<file path="src/rtl/sys_reset_sequencer_pkg.sv">
// Shared definitions for the system reset sequencer: FSM encoding,
// register map and cause-bit positions.
package sys_reset_sequencer_pkg;

    typedef enum logic [1:0] {
        ST_RESET   = 2'd0,
        ST_HOLD    = 2'd1,
        ST_RELEASE = 2'd2,
        ST_RUN     = 2'd3
    } state_e;

    localparam logic [1:0] REG_STATUS  = 2'd0;
    localparam logic [1:0] REG_CONTROL = 2'd1;
    localparam logic [1:0] REG_CAUSE   = 2'd2;
    localparam logic [1:0] REG_COUNT   = 2'd3;

    localparam int CAUSE_PLL  = 0;
    localparam int CAUSE_EXT  = 1;
    localparam int CAUSE_SOFT = 2;
    localparam int CAUSE_W    = 3;

    localparam logic [15:0] COUNT_MAX = 16'hFFFF;

endpackage

</file>
<file path="src/rtl/reset_req_sync.sv">
// Multi-flop synchronizer for an asynchronous reset request. It powers up
// reporting the request as present, so nothing is released until the input
// has been seen low for SYNC_STAGES clocks.
module reset_req_sync #(
    parameter int SYNC_STAGES = 2
) (
    input  logic clk,
    input  logic areset_n,
    input  logic req_async,
    output logic req_sync
);

    logic [SYNC_STAGES-1:0] sync_q;
    logic [SYNC_STAGES-1:0] sync_d;

    always_comb begin
        sync_d = {sync_q[SYNC_STAGES-2:0], req_async};
    end

    always_ff @(posedge clk or negedge areset_n) begin
        if (!areset_n) begin
            sync_q <= '1;
        end else begin
            sync_q <= sync_d;
        end
    end

    assign req_sync = sync_q[SYNC_STAGES-1];

endmodule

</file>
<file path="src/rtl/sys_reset_sequencer.sv">
// Staged reset generator: collapses PLL, board and soft requests into one
// request, then releases NUM_DOMAINS active-low resets in index order.
module sys_reset_sequencer
    import sys_reset_sequencer_pkg::*;
#(
    parameter int NUM_DOMAINS    = 3,
    parameter int SYNC_STAGES    = 2,
    parameter int HOLD_CYCLES    = 16,
    parameter int STAGGER_CYCLES = 8
) (
    input  logic                   clk,
    input  logic                   areset_n,
    input  logic                   pll_resetrequest,
    input  logic                   ext_reset_req,
    input  logic [1:0]             address,
    input  logic                   chipselect,
    input  logic                   write,
    input  logic                   read,
    input  logic [15:0]            writedata,
    output logic [15:0]            readdata,
    output logic [NUM_DOMAINS-1:0] reset_n_out,
    output logic                   ready
);

    localparam int HOLD_W = $clog2(HOLD_CYCLES + 1);
    localparam int STAG_W = $clog2(STAGGER_CYCLES + 1);
    localparam logic [HOLD_W-1:0] HOLD_LAST = HOLD_W'(HOLD_CYCLES - 1);
    localparam logic [STAG_W-1:0] STAG_LAST = STAG_W'(STAGGER_CYCLES - 1);

    logic pll_sync;
    logic ext_sync;
    logic soft_pulse;
    logic cause_w1c;
    logic req;
    logic unused_bus;

    state_e                 state_q, state_d;
    logic [HOLD_W-1:0]      hold_cnt_q, hold_cnt_d;
    logic [STAG_W-1:0]      stag_cnt_q, stag_cnt_d;
    logic [NUM_DOMAINS-1:0] reset_n_out_q, reset_n_out_d;
    logic                   ready_q, ready_d;
    logic [CAUSE_W-1:0]     cause_q, cause_d, cause_set;
    logic [15:0]            rst_count_q, rst_count_d;

    reset_req_sync #(.SYNC_STAGES(SYNC_STAGES)) u_pll_sync (
        .clk       (clk),
        .areset_n  (areset_n),
        .req_async (pll_resetrequest),
        .req_sync  (pll_sync)
    );

    reset_req_sync #(.SYNC_STAGES(SYNC_STAGES)) u_ext_sync (
        .clk       (clk),
        .areset_n  (areset_n),
        .req_async (ext_reset_req),
        .req_sync  (ext_sync)
    );

    assign soft_pulse = chipselect & write & (address == REG_CONTROL) & writedata[0];
    assign cause_w1c  = chipselect & write & (address == REG_CAUSE);
    assign req        = pll_sync | ext_sync | soft_pulse;
    assign unused_bus = ^{read, writedata[15:CAUSE_W]};

    always_comb begin
        state_d       = state_q;
        hold_cnt_d    = hold_cnt_q;
        stag_cnt_d    = stag_cnt_q;
        reset_n_out_d = reset_n_out_q;
        ready_d       = ready_q;
        rst_count_d   = rst_count_q;

        if (req) begin
            state_d       = ST_RESET;
            hold_cnt_d    = '0;
            stag_cnt_d    = '0;
            reset_n_out_d = '0;
            ready_d       = 1'b0;
            if (state_q == ST_RUN && rst_count_q != COUNT_MAX) begin
                rst_count_d = rst_count_q + 16'd1;
            end
        end else begin
            case (state_q)
                ST_RESET: begin
                    state_d    = ST_HOLD;
                    hold_cnt_d = '0;
                end
                ST_HOLD: begin
                    if (hold_cnt_q == HOLD_LAST) begin
                        state_d       = ST_RELEASE;
                        stag_cnt_d    = '0;
                        reset_n_out_d = NUM_DOMAINS'(1);
                    end else begin
                        hold_cnt_d = hold_cnt_q + 1'b1;
                    end
                end
                ST_RELEASE: begin
                    // Thermometer shift: bits can only ever rise in index order.
                    if (&reset_n_out_q) begin
                        state_d = ST_RUN;
                        ready_d = 1'b1;
                    end else if (stag_cnt_q == STAG_LAST) begin
                        stag_cnt_d    = '0;
                        reset_n_out_d = (reset_n_out_q << 1) | NUM_DOMAINS'(1);
                    end else begin
                        stag_cnt_d = stag_cnt_q + 1'b1;
                    end
                end
                ST_RUN: begin
                    ready_d = 1'b1;
                end
                default: begin
                    state_d = ST_RESET;
                end
            endcase
        end
    end

    // New sightings of a source win over a same-cycle clear.
    always_comb begin
        cause_set             = '0;
        cause_set[CAUSE_PLL]  = pll_sync;
        cause_set[CAUSE_EXT]  = ext_sync;
        cause_set[CAUSE_SOFT] = soft_pulse;
        cause_d = cause_w1c ? (cause_q & ~writedata[CAUSE_W-1:0]) : cause_q;
        cause_d = cause_d | cause_set;
    end

    always_ff @(posedge clk or negedge areset_n) begin
        if (!areset_n) begin
            state_q       <= ST_RESET;
            hold_cnt_q    <= '0;
            stag_cnt_q    <= '0;
            reset_n_out_q <= '0;
            ready_q       <= 1'b0;
            cause_q       <= '0;
            rst_count_q   <= '0;
        end else begin
            state_q       <= state_d;
            hold_cnt_q    <= hold_cnt_d;
            stag_cnt_q    <= stag_cnt_d;
            reset_n_out_q <= reset_n_out_d;
            ready_q       <= ready_d;
            cause_q       <= cause_d;
            rst_count_q   <= rst_count_d;
        end
    end

    always_comb begin
        readdata = '0;
        case (address)
            REG_STATUS: begin
                readdata[0]                = ready_q;
                readdata[2:1]              = state_q;
                readdata[8 +: NUM_DOMAINS] = reset_n_out_q;
            end
            REG_CAUSE: readdata[CAUSE_W-1:0] = cause_q;
            REG_COUNT: readdata              = rst_count_q;
            default:   readdata              = '0;
        endcase
    end

    assign reset_n_out = reset_n_out_q;
    assign ready       = ready_q;

endmodule

</file>
<file path="config.mk">
export PLATFORM = sky130hd
export DESIGN_NAME = sys_reset_sequencer
export DESIGN_NICKNAME = d
export VERILOG_FILES = /design/src/rtl/sys_reset_sequencer_pkg.sv /design/src/rtl/reset_req_sync.sv /design/src/rtl/sys_reset_sequencer.sv
export SDC_FILE = /design/constraint.sdc
export NUM_CORES = 1
export LEC_CHECK = 0
export CAP_MARGIN = 20
export CORE_AREA = 4 4 97 76
export DETAILED_ROUTE_END_ITERATION = 8
export DIE_AREA = 0 0 101 80
export PLACE_DENSITY = 0.6
export SLEW_MARGIN = 20
export SYNTH_ARGS = -nofsm -noshare
export SYNTH_HDL_FRONTEND = slang
export SYNTH_SLANG_ARGS = --single-unit
</file>
<file path="constraint.sdc">
create_clock -name clk -period 1.7 [get_ports clk]
set_input_delay 0.34 -clock clk [delete_from_list [all_inputs] [get_ports clk]]
set_output_delay 0.34 -clock clk [all_outputs]
set_load 0.1 [all_outputs]
</file>
==> reports/metrics.yaml <==
status: "finished with violations"
failed_checks: "setup timing"
fin_crit_sh_pct: 108.5
min_period_ns: 1.845
skew_ns: 0.008403
start_util_pct: 34.73
async_flop_share_pct: 100.0
clk_pin_slew_ns: 0.08
slew_violations: 0
rows: 25
avgRoutedWirePerCell_um: 15.37
synth.most_common_cell: "dfrtp_1"
grt_pass1_vias: 1930
cts-root-buf: "clkbuf_8"
cts_buffers: 5
drt_pre_antenna_iters: 4
synth_cells: 220
viasPerCell: 5.179
clk_path_buf_depth: 2
dieArea_um2: 8080
max_slew_margin_pct: 74.55
fp.dieH_um: 80
fin_cells: 391
p_leak_nw: 1.518
endpoint_kind: "output pin"
rsz0062_at_grt: "true"
overflow: 0
synth_edf_count: 0
finalWorstSetupSlack_ns: -0.1451
synthTopCellsByArea: "dfrtp_1 39%, ha_1 8.0%, xor2_1 5.2%"
drv_cap: 0
num_vias: 2025
setup.worst_path.start_class: "flop"
timing.fmax_mhz: 542.0
grt_antenna_before_repair: 0
grt_pass1_wl_um: 9363
coreArea_um2: 6287
io_buffers: 30
ys.flop_type: "dfrtp_1"
worstSetupPathType: "flop to output pin"
drc_errors: 0
cp.arrival_ns: 1.51
pwr_density_cell_nw_per_um2: 612.3
syn_nets: 259
grt_usage_pct: 14.72
h-tree-depth: 2
ys_seq_area_share_pct: 43.78
cp_data_required_time_ns: 1.36
syn_avg_cell_area_um2: 9.924
syn2layout_area_growth_pct: 69.00
max_stage_delay_ns: 0.39
gp_congestion: 0.8208
grt_max_degree: 25
antenna_cells: 0
ys_ff_latch: 38
r2r_setup_slack_ns: -0.15
crit_slowest_cell: "dfrtp_1"
clock_sinks: 38
ys_types: 42
dp_hpwl_um: 4266
cts_tree: "built"
hold_violations: 0
worst_pin_slew_ns: 0.3789
crit_chain: "buf_6 -> a222oi_1 -> buf_4 -> nor2_4 -> buf_12"
ios: 45
placed_cells: 365
nets: 348
synth_area_leader_cell: "dfrtp_1"
synth_warnings: 0
synthTopCellsByCount: "34 x dfrtp_1, 19 x nand2_1, 17 x nor2_1, 14 x ha_1, 13 x xor2_1"
synth_top_area_share_pct: 38.97
place_ws_ns: -0.5907
postRouteWirelength_um: 6010
p_total_mw: 2.259
syn_area_um2: 2183
insertion_delay_ns: 0.29
die_w_um: 101
irDropWorstVdd_uv: 301.7
hold_path_class: "flop to flop"
first_iter_violations: 112
crit_fanout: 2
drive_above_1_share_pct: 52.26
finalSetupViolations: 17
ant_nets: 0
n_fill_cell: 510
==> cells in the final DEF (no fill, tap or decap), types with 4 or more instances in the layout <==
cell type,instances
nor2_1,9
dfstp_2,4
buf_4,47
nor3_1,5
clkdlybuf4s50_1,7
inv_1,6
buf_6,9
nor4_4,5
nand2_1,14
nand2_2,5
nor2_4,8
buf_12,22
and2_2,10
ha_4,8
xnor2_1,5
ha_1,4
dfrtp_1,28
nand3_1,11
xor2_1,13
nand4_1,8
a21oi_1,8
nor3b_1,5
clkbuf_8,6
==> metal layers <==
layer	up-vias	part of all wire [%]	track usage [%]
met3	4	4.6	3.057
met2	47	48	23.06
met1	1001	47	20.73
li1	973	-	-
met4	0	0.90	3.586
met5	-	0	0
==> report_power, final <==
group	internal, mW	total, mW	switching, mW
clock	0.327	0.639	0.311
sequential	0.944	0.976	0.0320
combinational	0.316	0.645	0.330
==> worst paths after layout <==
path | from | endpoint | cells after the start
hold / removal | u_ext_sync.sync_q[0] | u_ext_sync.sync_q[1] | 0
hold reg to reg | u_ext_sync.sync_q[0] | u_ext_sync.sync_q[1] | 0
min in group asynchronous | areset_n | cause_q[2] | 2
max in group asynchronous | areset_n | reset_n_out[1] | 3
setup reg to reg | rst_count_q[0] | rst_count_q[0] | 9
setup / recovery | state_q[0] | readdata[1] | 5
==> flip-flops by register name (all words and copies together) (netlist names) <==
name,flops
ready,1
stag_cnt_q,4
u_pll_sync.sync_q,2
rst_count_q,16
hold_cnt_q,5
reset_n_out,3
cause_q,3
u_ext_sync.sync_q,2
state_q,2
==> layout make-up <==
type                    count  area (µm²)  share of cell area (%)
clock buffers               7       86.33                   2.340
clock inverters             1       5.005                  0.1356
inverters                   9       36.28                  0.9834
multi-input cells         168        1510                   40.93
flip-flops and latches     38       970.9                   26.31
well taps                  81       101.3                   2.747
repair buffers             87       979.7                   26.55
==> what timing repair did <==
item | CTS | global route
setup buffers | 8 | 9
endpoints found under the setup margin | 42 | 40
resized for setup | 26 | 46
gates cloned | 0 | 1
hold buffers | 1 | 0
pin swaps | 12 | 28
endpoints found under the hold margin | 10 | 0
==> cells by family after synthesis <==
kind of cell	after synthesis	share of synthesized area (%)
AND/OR/NAND/NOR	104	27.74
flip-flops	38	43.78
AO/OA/AOI/OAI	27	8.539
XOR/XNOR	18	7.221
buffers and inverters	15	2.751
adder cells (fa/ha/maj)	14	8.023
multiplexers	4	1.948
==> worst max-delay path, delay by kind of cell (launching register included) <==
kind | cells | cell delay (ns)
buffers and inverters | 3 | 0.48
DFF | 1 | 0.39
AOI/OAI and AO/OA | 1 | 0.30
and+or+nand+nor | 1 | 0.04
==> per-stage QoR <==
step,setup TNS [ns],utilization (%),hold WS [ns],area (µm²)
2_1_floorplan,-0.05563,-,0.04441,2281
3_5_place_dp,-17.19,50.53,0.2727,3177
4_1_cts,-0.8172,54.29,0.3577,3413
6_report,-1.272,58.69,0.3566,3690
3_3_place_gp,-14.49,50.53,0.2717,3177
5_1_grt,-3.371,58.69,0.3607,3690
Note: power is estimated with default switching activity, not from simulation.
